[src/rtl/vga_pkg.sv]
// rtl/vga_pkg.sv - shared types and constants for the VGA test-pattern scheduler
package vga_pkg;

    typedef enum logic [1:0] {
        PAT_SOLID   = 2'd0,
        PAT_BARS    = 2'd1,
        PAT_CHECKER = 2'd2,
        PAT_BORDER  = 2'd3
    } pattern_t;

    typedef enum logic {
        ST_AUTO   = 1'b0,
        ST_MANUAL = 1'b1
    } state_t;

    localparam int         BAR_WIDTH   = 80;
    localparam logic [2:0] COLOR_BLACK = 3'b000;
    localparam logic [2:0] COLOR_WHITE = 3'b111;

endpackage

[src/rtl/vga_debounce.sv]
// rtl/vga_debounce.sv - two-flop synchronizer followed by a stable-level debounce counter
module vga_debounce #(
    parameter int DEBOUNCE_CYCLES = 250000
) (
    input  logic clk,
    input  logic rst_n,
    input  logic raw,
    output logic stable
);

    localparam int CW = (DEBOUNCE_CYCLES > 2) ? $clog2(DEBOUNCE_CYCLES) : 1;
    localparam logic [CW-1:0] CNT_LAST = CW'(DEBOUNCE_CYCLES - 1);

    logic          sync1;
    logic          sync2;
    logic [CW-1:0] cnt;

    // Synchronize the raw level; idle (released) level is 1.
    always_ff @(posedge clk or negedge rst_n) begin
        if (!rst_n) begin
            sync1 <= 1'b1;
            sync2 <= 1'b1;
        end else begin
            sync1 <= raw;
            sync2 <= sync1;
        end
    end

    // Count consecutive cycles the synced input disagrees with the stable level;
    // adopt the new level once it has disagreed for DEBOUNCE_CYCLES cycles.
    always_ff @(posedge clk or negedge rst_n) begin
        if (!rst_n) begin
            cnt    <= '0;
            stable <= 1'b1;
        end else if (sync2 == stable) begin
            cnt <= '0;
        end else if (cnt == CNT_LAST) begin
            cnt    <= '0;
            stable <= sync2;
        end else begin
            cnt <= cnt + 1'b1;
        end
    end

endmodule

[src/rtl/vga_pattern_scheduler.sv]
// rtl/vga_pattern_scheduler.sv - frame-synchronous test-pattern selection and pixel generation
module vga_pattern_scheduler
    import vga_pkg::*;
#(
    parameter int FRAMES_PER_PATTERN = 60,
    parameter int DEBOUNCE_CYCLES    = 250000,
    parameter int H_ACTIVE           = 640,
    parameter int V_ACTIVE           = 480
) (
    input  logic       clk,
    input  logic       rst_n,
    input  logic       sw_r,
    input  logic       sw_g,
    input  logic       sw_b,
    input  logic       sw_auto,
    input  logic       btn_next,
    input  logic       vga_v_sync,
    input  logic       inDisplayArea,
    input  logic [9:0] CounterX,
    input  logic [9:0] CounterY,
    output logic [2:0] pixel,
    output logic [1:0] pattern_id,
    output logic       auto_mode,
    output logic       frame_tick
);

    localparam int FW = (FRAMES_PER_PATTERN > 2) ? $clog2(FRAMES_PER_PATTERN) : 1;
    localparam logic [FW-1:0] FRAME_LAST = FW'(FRAMES_PER_PATTERN - 1);

    logic [2:0]    col_s1;
    logic [2:0]    col_s2;
    logic          vs_s1;
    logic          vs_s2;
    logic          vs_d;
    logic          auto_stable;
    logic          btn_stable;
    logic          btn_prev;
    logic          press;
    state_t        state;
    state_t        state_next;
    logic [FW-1:0] fcnt;
    logic [FW-1:0] fcnt_next;
    logic [1:0]    pending;
    logic [1:0]    next_pending;
    logic [1:0]    pattern_q;
    logic [2:0]    color;
    logic [2:0]    bar_pix;
    logic [2:0]    pix_next;

    vga_debounce #(.DEBOUNCE_CYCLES(DEBOUNCE_CYCLES)) u_db_auto (
        .clk    (clk),
        .rst_n  (rst_n),
        .raw    (sw_auto),
        .stable (auto_stable)
    );

    vga_debounce #(.DEBOUNCE_CYCLES(DEBOUNCE_CYCLES)) u_db_btn (
        .clk    (clk),
        .rst_n  (rst_n),
        .raw    (btn_next),
        .stable (btn_stable)
    );

    // Synchronize color switches ({r,g,b}) and vsync; all idle high.
    always_ff @(posedge clk or negedge rst_n) begin
        if (!rst_n) begin
            col_s1 <= 3'b111;
            col_s2 <= 3'b111;
            vs_s1  <= 1'b1;
            vs_s2  <= 1'b1;
            vs_d   <= 1'b1;
        end else begin
            col_s1 <= {sw_r, sw_g, sw_b};
            col_s2 <= col_s1;
            vs_s1  <= vga_v_sync;
            vs_s2  <= vs_s1;
            vs_d   <= vs_s2;
        end
    end

    // Frame tick on the synced vsync falling edge; remember last stable button level.
    always_ff @(posedge clk or negedge rst_n) begin
        if (!rst_n) begin
            frame_tick <= 1'b0;
            btn_prev   <= 1'b1;
        end else begin
            frame_tick <= vs_d & ~vs_s2;
            btn_prev   <= btn_stable;
        end
    end

    assign press     = btn_prev & ~btn_stable;
    assign auto_mode = (state == ST_AUTO);

    // Mode transitions, frame counting and pending-pattern arithmetic.
    always_comb begin
        state_next   = state;
        fcnt_next    = fcnt;
        next_pending = pending;
        case (state)
            ST_AUTO: begin
                if (auto_stable) begin
                    state_next = ST_MANUAL;
                end
                if (frame_tick) begin
                    if (fcnt == FRAME_LAST) begin
                        fcnt_next    = '0;
                        next_pending = pattern_q + 2'd1;
                    end else begin
                        fcnt_next = fcnt + 1'b1;
                    end
                end
            end
            ST_MANUAL: begin
                if (!auto_stable) begin
                    state_next = ST_AUTO;
                end
                fcnt_next = '0;
                if (press) begin
                    next_pending = pending + 2'd1;
                end
            end
            default: begin
                state_next = ST_AUTO;
                fcnt_next  = '0;
            end
        endcase
        if (state_next != state) begin
            fcnt_next = '0;
        end
    end

    // State, counter and pending registers; the visible pattern only moves on a frame tick.
    always_ff @(posedge clk or negedge rst_n) begin
        if (!rst_n) begin
            state     <= ST_AUTO;
            fcnt      <= '0;
            pending   <= 2'd0;
            pattern_q <= 2'd0;
        end else begin
            state   <= state_next;
            fcnt    <= fcnt_next;
            pending <= next_pending;
            if (frame_tick) begin
                pattern_q <= next_pending;
            end
        end
    end

    assign pattern_id = pattern_q;

    // Bar index from a comparator chain: the lowest bar boundary above x wins.
    always_comb begin
        bar_pix = COLOR_BLACK;
        for (int i = 7; i >= 0; i--) begin
            if ({22'd0, CounterX} < (i + 1) * BAR_WIDTH) begin
                bar_pix = 3'(7 - i);
            end
        end
        if ({22'd0, CounterX} >= H_ACTIVE) begin
            bar_pix = COLOR_BLACK;
        end
    end

    // Select the pattern pixel; switches are active-low and output order is {R,B,G}.
    always_comb begin
        color    = {~col_s2[2], ~col_s2[0], ~col_s2[1]};
        pix_next = COLOR_BLACK;
        if (inDisplayArea) begin
            case (pattern_t'(pattern_q))
                PAT_SOLID:   pix_next = color;
                PAT_BARS:    pix_next = bar_pix;
                PAT_CHECKER: pix_next = (CounterX[5] ^ CounterY[5]) ? color : COLOR_BLACK;
                PAT_BORDER: begin
                    if (CounterX == 10'd0 || {22'd0, CounterX} == H_ACTIVE - 1 ||
                        CounterY == 10'd0 || {22'd0, CounterY} == V_ACTIVE - 1) begin
                        pix_next = COLOR_WHITE;
                    end
                end
                default:     pix_next = COLOR_BLACK;
            endcase
        end
    end

    // One-cycle registered pixel output.
    always_ff @(posedge clk or negedge rst_n) begin
        if (!rst_n) begin
            pixel <= COLOR_BLACK;
        end else begin
            pixel <= pix_next;
        end
    end

endmodule

[config.mk]
export PLATFORM = sky130hd
export DESIGN_NAME = vga_pattern_scheduler
export DESIGN_NICKNAME = d
export VERILOG_FILES = /design/src/rtl/vga_pkg.sv /design/src/rtl/vga_debounce.sv /design/src/rtl/vga_pattern_scheduler.sv
export SDC_FILE = /design/constraint.sdc
export NUM_CORES = 1
export LEC_CHECK = 0
export CAP_MARGIN = 15
export CORE_ASPECT_RATIO = 1.4
export CORE_MARGIN = 5
export CORE_UTILIZATION = 45
export DETAILED_ROUTE_END_ITERATION = 16
export GPL_ROUTABILITY_DRIVEN = 0
export GPL_TIMING_DRIVEN = 0
export MAX_ROUTING_LAYER = met4
export PLACE_DENSITY_LB_ADDON = 0.08
export RECOVER_POWER = 25
export SETUP_SLACK_MARGIN = 0.2
export SYNTH_ARGS = -nofsm -noshare
export SYNTH_HDL_FRONTEND = slang
export SYNTH_SLANG_ARGS = --single-unit
[constraint.sdc]
create_clock -name clk -period 3.2 [get_ports clk]
set_input_delay 0.8 -clock clk [delete_from_list [all_inputs] [get_ports clk]]
set_output_delay 0.8 -clock clk [all_outputs]
set_load 0.005 [all_outputs]
Word-level counts from Yosys, hierarchy flattened. Cells that the tools add are included.

Register bits: 67. Input bits: 29. Output and inout bits: 7. Logic and storage cells: 89.

Add/sub/neg operators: 5. Order comparisons: 8. Equal/unequal tests: 12. Muxes and demuxes: 25. Bitwise logic cells: 11. Reduce and logical (&&, ||, !) cells: 8.

Operators by type and width (count): two-way mux 18 bit (4); adder 18 x 1 -> 18 bit (second input constant) (2); == test 18 bit (second input constant) (2); < comparator 10 x 9 -> 1 bit (second input constant) (3); two-way mux 3 bit (8); zero test 10 bit (2); < comparator 10 x 8 -> 1 bit (second input constant) (2); two-way mux 6 bit (3); case mux 3 bit (4 select lines) (1); case mux 6 bit (2 select lines) (1); == test 10 bit (second input constant) (1); == test 10 x 9 -> 1 bit (second input constant) (1); greater-or-equal comparator 10 bit (second input constant) (1); < comparator 10 bit (second input constant) (1); < comparator 10 x 7 -> 1 bit (second input constant) (1); two-way mux 2 bit (5); inverter 1 bit (8); adder 6 x 1 -> 6 bit (second input constant) (1); == test 6 bit (second input constant) (1); adder 2 x 1 -> 2 bit (second input constant) (2); == test 2 bit (second input constant) (2); case mux 2 bit (2 select lines) (1); AND reduction 2 bit (2); logical OR 1 bit (3); 8 further kinds (11).

Logic depth before layout (Yosys ltp). Gate-level depths: netlist of the first run.

Depth in word-level cells: 11. Depth in mapped cells: 7. Gate-level depth less buffers: 6.

By module. A second synthesis of the first run with hierarchy kept.

Cell total of the unflattened synthesis: 322. Area, all modules: 3340.7 um^2.

Modules (own cells, without submodules): vga_debounce (times used 2, cells each 99, area an instance 1033.5 um^2, sequential area each 529.3 um^2); vga_pattern_scheduler (times used 1, cells each 124, area an instance 1273.7 um^2, sequential area each 638.1 um^2).

Worst setup path after synthesis of the first run. Ideal clock, no wire load.

Path type: input-to-reg. From: in CounterX[6]. To: reg pixel[0]. Setup time: 0.126 ns. Arrival: 1.850 ns. Data required time: 3.074 ns. Slack: 1.224 ns. Stages: 6. Path buffers: 1. Path through: buf_2 > nand2b_1 > o221ai_1 > o211ai_1 > o2111a_1 > a311o_1.

Longest elaborated chain between the ends: 11.

Ends and longest elaborated chain: from (decl) (line vga_pattern_scheduler.sv:19) `input logic [9:0] CounterX,`; < comparator 10 bit (line vga_pattern_scheduler.sv:156) `if ({22'd0, CounterX} < (i + 1) * BAR_WIDTH) begin`; two-way mux 1 bit (line vga_pattern_scheduler.sv:156); two-way mux 2 bit (2 in a row) (line vga_pattern_scheduler.sv:156); two-way mux 3 bit (4 in a row) (line vga_pattern_scheduler.sv:156); two-way mux 3 bit (line vga_pattern_scheduler.sv:160) `if ({22'd0, CounterX} >= H_ACTIVE) begin`; case mux 3 bit (4 select lines) (*) (line vga_pattern_scheduler.sv:170) `case (pattern_t'(pattern_q))`; two-way mux 3 bit (*) (line vga_pattern_scheduler.sv:169) `if (inDisplayArea) begin`; net pix_next[0] (line vga_pattern_scheduler.sv:48) `logic [2:0] pix_next;`; to (signal assigned) (line vga_pattern_scheduler.sv:190) `pixel <= pix_next;`; to (decl) (line vga_pattern_scheduler.sv:21) `output logic [2:0] pixel,`.

The timed path passes the listed nets; every way through them passes the cells marked *. A chain may end at the register's enable or synchronous reset.

Worst setup path after layout of the first run.
From: reg state. To: out auto_mode.

Longest elaborated chain between the ends: 1.

Ends and longest elaborated chain: from (decl) (line vga_pattern_scheduler.sv:39) `state_t state;`; from (signal assigned) (line vga_pattern_scheduler.sv:141) `state <= state_next;`; inverter 1 bit; to (decl) (line vga_pattern_scheduler.sv:23) `output logic auto_mode,`.

No other way between the ends.

==> flow_summary.ini, run 1 <==
[status]
outcome = finished with violations
violations = capacitance limit, slew limit

[critical_path]
arrival_ns = 1.59
cp-start-kind = register
path_class = register to primary output
worst_ep_required_time_ns = 2.40
cp_max_fo = 10
cpPeakStageDelay_ns = 0.49
end_kind = primary output
slowest_stage = clkdlybuf4s50_1
cp_cell_sequence = clkbuf_1 -> inv_1 -> clkdlybuf4s50_1

[layout]
area.sequential_um2 = 1697
post-route-util = 0.5423
final_area_um2 = 3941
final_layout_size_suffix_gt1_frac = 0.1210
multi_input_area_um2 = 1493
num-nets-final = 403
n_antenna_cell = 0
final_cell_mix = nor2_1 (57), dfrtp_1 (51), clkdlybuf4s50_1 (26), nand2_1 (23), xor2_1 (22)
mostFrequentLayoutCell = nor2_1
syn_to_final_growth_pct = 19.41
fill_cells = 686

[floorplan]
die_area_um2 = 9172
ios = 36
die_w_um = 82.38
coreArea_um2 = 7268
num_rows = 37
die_h_um = 111.3
initial_core_util = 0.4541

[drt]
drtIter0Drc = 102
post-route-drc-count = 0
ant_nets = 0
routedWlPerCell_um = 13.12
drtPass1Iterations = 6
vias = 2405
viasPerCell = 5.128
drt-total-wl_mm = 6.151

[timing]
final_max_slew_viol_count = 68
maxSlewHeadroom = -0.06729
rsz0062_at_grt = false
whs_ns = 0.3560
worstMarginPinSlew_ns = 1.601
clock_skew_ns = 0.008604
finalCriticalPeriod_ns = 2.392
hold_viol = 0
finalSetupViolCount = 0
fmax_mhz = 418.0
period_share = 0.7476

[clocking]
h-tree-depth = 3
clkSinkCount = 67
cts_setup_buffers = 0
cts.clk_slew.worst_paths_ns = 0.07
cts_tree = built
clk_path_buf_depth = 2
cts_root_buffer = clkbuf_8
post_cts_resize_count = 0
numCtsBuffers = 9
hold_buffers = 0
clk_latency_ns = 0.35

[global_routing]
grt_pass1_wl_mm = 10.28
grt_pass1_vias = 2388
grt_use_total = 0.1514
overflow = 0
antenna_found_initial = 0
grt_max_degree = 68

[power]
peakVddDrop_uv = 266.4
p_leak_nw = 1.632
p_total_mw = 1.792
power_density_nw_per_um2 = 454.8

[synth]
syn_inst = 323
synth_cell_types = 48
synth_area_um2 = 3301
synth-edff-count = 0
syn-num-nets = 359
synth_seq_cells = 67
syn_avg_cell_area_um2 = 10.22
yosys_warnings = 0
synth-seq-area-share = 0.5140
synth-main-ff-cell = dfrtp_1
async_reset_ff_frac = 1.000

[place]
dp_hpwl_mm = 4.393
dpl_cell_area_um2 = 3750
port_buffers = 33

[min_path]
hp-class = register to register

[run]
maxCapViolCount = 1
-- critical path: cells and delay by family, from the launching register on --
kind                   cells  cell delay, ns
buffers and inverters      3            0.92
DFF                        1            0.33
-- registers in the layout (all words and copies together) (netlist names) --
name	count
col_s2	3
u_db_auto.sync1	1
frame_tick	1
vs_s1	1
u_db_btn.sync2	1
u_db_btn.sync1	1
u_db_btn.stable	1
btn_prev	1
state	1
u_db_btn.cnt	18
vs_d	1
pixel	3
u_db_auto.sync2	1
pending	2
vs_s2	1
fcnt	6
u_db_auto.stable	1
pattern_id	2
col_s1	3
u_db_auto.cnt	18
-- Yosys cell counts (2+ instances only) --
master | count | share of area
dfstp_2 | 16 | 0.13
dfrtp_1 | 51 | 0.39
o21ai_0 | 5 | 0.0076
xnor2_1 | 19 | 0.050
nor2_1 | 57 | 0.065
nand3_1 | 14 | 0.021
nor3b_1 | 4 | 0.0091
and3_1 | 4 | 0.0076
buf_4 | 2 | 0.0045
ha_1 | 7 | 0.027
nor2b_1 | 6 | 0.011
nor3_1 | 6 | 0.0091
o32ai_1 | 2 | 0.0053
nor4_2 | 2 | 0.0076
a31oi_1 | 2 | 0.0038
xor2_1 | 22 | 0.058
nor4b_1 | 2 | 0.0053
nand2b_1 | 5 | 0.0095
nand3b_1 | 2 | 0.0045
mux2_2 | 2 | 0.0068
buf_2 | 4 | 0.0061
nand2_1 | 23 | 0.026
or3_1 | 2 | 0.0038
nand4_1 | 11 | 0.021
nor4_1 | 10 | 0.019
and4_1 | 2 | 0.0053
a21oi_1 | 7 | 0.011
inv_1 | 10 | 0.011
clkbuf_1 | 2 | 0.0023
o221ai_1 | 2 | 0.0053
o31a_1 | 3 | 0.0080
-- report_power, final --
part | internal [mW] | total [mW] | switching [mW]
clock | 0.377 | 0.691 | 0.314
combinational | 0.0861 | 0.165 | 0.0794
sequential | 0.898 | 0.936 | 0.0382
-- cells by family (layout without fill, tap and decap cells) --
| family | Yosys count | after routing | share of synthesized area |
|---|---|---|---|
| AND/OR/NAND/NOR | 157 | 157 | 0.2472 |
| flip-flops | 67 | 67 | 0.5140 |
| adder cells (fa/ha/maj) | 7 | 7 | 0.02653 |
| buffers and inverters | 20 | 69 | 0.03374 |
| multiplexers | 3 | 3 | 0.009856 |
| AO/OA/AOI/OAI | 28 | 28 | 0.05990 |
| XOR/XNOR | 41 | 41 | 0.1088 |
-- per-layer routing --
metal / vias to the layer above / wire, µm / part of all wire / global-route usage
met5: - / 0 / 0 / -
met4: 0 / 161 / 0.026 / 0.08426
met3: 11 / 399 / 0.065 / 0.04531
met2: 45 / 2864 / 0.47 / 0.2281
met1: 1141 / 2725 / 0.44 / 0.1768
li1: 1208 / - / - / -
-- through the flow --
stage	std cells	TNS (ns)	setup WS (ns)
6_report	469	0	0.8076
3_5_place_dp	453	0	0.6274
2_1_floorplan	323	0	1.224
3_3_place_gp	453	-46.55	-0.8802
4_1_cts	469	0	0.7788
5_1_grt	469	0	0.6827
-- path summary, 6_finish.rpt --
check | from | to | slack (ns) | depth (start not counted)
max | state$_DFF_PN0_ | auto_mode | 0.81 | 3
min | col_s1[1]$_DFF_PN1_ | col_s2[1]$_DFF_PN1_ | 0.36 | 0
max reg2reg | pattern_id[0]$_DFFE_PN0P_ | pixel[2]$_DFF_PN0_ | 1.39 | 6
min reg2reg | col_s1[1]$_DFF_PN1_ | col_s2[1]$_DFF_PN1_ | 0.36 | 0
max in group asynchronous | rst_n | u_db_btn.cnt[15]$_DFF_PN0_ | 1.39 | 1
min in group asynchronous | rst_n | pixel[2]$_DFF_PN0_ | 0.86 | 1
-- final cells by class --
class | count | area share
Buffer | 10 | 0.01873
Clock buffer | 11 | 0.03587
Clock inverter | 5 | 0.01333
Inverter | 10 | 0.009524
Multi-Input combinational cell | 236 | 0.3787
Sequential cell | 67 | 0.4305
Tap cell | 97 | 0.03079
Timing Repair Buffer | 33 | 0.08254
Power figures use the tool's default switching activity.
==> run 2, diff against run 1 <==
clock period = 2.5 ns   (was 3.2 ns; I/O delays follow)
==> flow_summary.ini, run 2 (synthesized netlist as in run 1, its figures left out) <==
[timing]
period_share = 0.8572
tns_ns = 0
maxSlewHeadroom = -0.06729
finalCriticalPeriod_ns = 2.143
hold_viol = 0
rsz0062_at_grt = false
fmax_mhz = 466.7
final_max_slew_viol_count = 68
finalSetupViolCount = 0
worstMarginPinSlew_ns = 1.601
clock_skew_ns = 0.008604

[floorplan]
initial_core_util = 0.4541
die_w_um = 82.38
die_area_um2 = 9172
num_rows = 37
die_h_um = 111.3
coreArea_um2 = 7268
ios = 36

[status]
violations = capacitance limit, slew limit
outcome = finished with violations

[clocking]
cts_root_buffer = clkbuf_8
clk_path_buf_depth = 2
clk_latency_ns = 0.35
h-tree-depth = 3
post_cts_resize_count = 0
cts.clk_slew.worst_paths_ns = 0.07
cts_tree = built
hold_buffers = 0
numCtsBuffers = 9
clkSinkCount = 67
cts_setup_buffers = 0

[drt]
drtIter0Drc = 102
viasPerCell = 5.128
drt-total-wl_mm = 6.150
ant_nets = 0
routedWlPerCell_um = 13.11
vias = 2405
post-route-drc-count = 0
drtPass1Iterations = 6

[power]
peakVddDrop_uv = 341.0
p_leak_nw = 1.636
power_density_nw_per_um2 = 581.9

[critical_path]
cp-start-kind = register
arrival_ns = 1.52
cp_max_fo = 10
end_kind = primary output
path_class = register to primary output
worst_ep_required_time_ns = 1.88

[global_routing]
grt_pass1_wl_mm = 10.28
grt_pass1_vias = 2388
antenna_found_initial = 0
grt_use_total = 0.1514
overflow = 0
grt_max_degree = 68

[layout]
final_layout_size_suffix_gt1_frac = 0.1237
final_cell_mix = nor2_1 (57), dfrtp_1 (51), clkdlybuf4s50_1 (26), nand2_1 (23), xor2_1 (22)
syn_to_final_growth_pct = 19.45
fill_cells = 686
reg_top3 = u_db_auto.cnt: 18 flops, u_db_btn.cnt: 18 flops, fcnt: 6 flops
n_antenna_cell = 0
num-nets-final = 403
mostFrequentLayoutCell = nor2_1
post-route-util = 0.5424

[place]
port_buffers = 33
dp_hpwl_mm = 4.393

[run]
maxCapViolCount = 1

[min_path]
hp-class = register to register
-- run 2: changes by cell type in the layout (fill, tap and decap cells not counted) --
cell	before	now
clkbuf_1	3	2
clkbuf_2	1	2
-- run 2: worst paths after layout --
kind	start	endpoint	slack, ns	cells after the start
hold reg to reg	col_s1[1]$_DFF_PN1_	col_s2[1]$_DFF_PN1_	0.36	0
setup reg to reg	pattern_id[0]$_DFFE_PN0P_	pixel[2]$_DFF_PN0_	0.69	6
hold / removal	col_s1[1]$_DFF_PN1_	col_s2[1]$_DFF_PN1_	0.36	0
setup / recovery	state$_DFF_PN0_	auto_mode	0.36	3
max in group asynchronous	rst_n	u_db_btn.cnt[15]$_DFF_PN0_	0.86	1
min in group asynchronous	rst_n	pixel[2]$_DFF_PN0_	0.68	1
-- run 2: cell type report --
class                           count  area [µm²]  share of cell area
Clock inverter                      5       52.55             0.01333
Sequential cell                    67        1697              0.4303
Inverter                           10       37.54            0.009521
Tap cell                           97       121.4             0.03078
Timing Repair Buffer               33       325.3             0.08251
Buffer                             10       75.07             0.01904
Clock buffer                       11       141.4             0.03586
Multi-Input combinational cell    236        1493              0.3786
-- run 2: per-layer routing --
layer	routed length [µm]	share of wire	vias to the layer above	track usage
li1	-	-	1208	-
met1	2725	0.44	1141	0.1768
met2	2863	0.47	45	0.2281
met3	399	0.065	11	0.04531
met4	161	0.026	0	0.08426
met5	0	0	-	-
-- run 2: power by group --
| part | switching, mW | total (mW) | internal, mW |
|---|---|---|---|
| clock | 0.401 | 0.884 | 0.483 |
| sequential | 0.0489 | 1.20 | 1.15 |
| combinational | 0.102 | 0.212 | 0.110 |
| total | 0.552 | 2.29 | 1.74 |
-- run 2: worst max-delay path, stage by stage, from the launching register on --
cell and delay, ns:
dfrtp_1 0.36, clkbuf_2 0.17, inv_1 0.11, clkdlybuf4s50_1 0.52
-- run 2: through the flow --
stage / cell area (µm²) / total power [mW] / cells / worst slack [ns] / hold slack (ns)
finish: 3943 / 2.294 / 469 / 0.3571 / 0.3560
CTS: 3944 / 2.339 / 469 / 0.2538 / 0.3564
global route: 3943 / 2.420 / 469 / 0.2719 / 0.3611
global placement: 3752 / 1.434 / 453 / -1.405 / 0.3466
floorplan: 3301 / 1.331 / 323 / 0.6987 / 0.3294
detailed placement: 3750 / 1.439 / 453 / 0.1024 / 0.3478
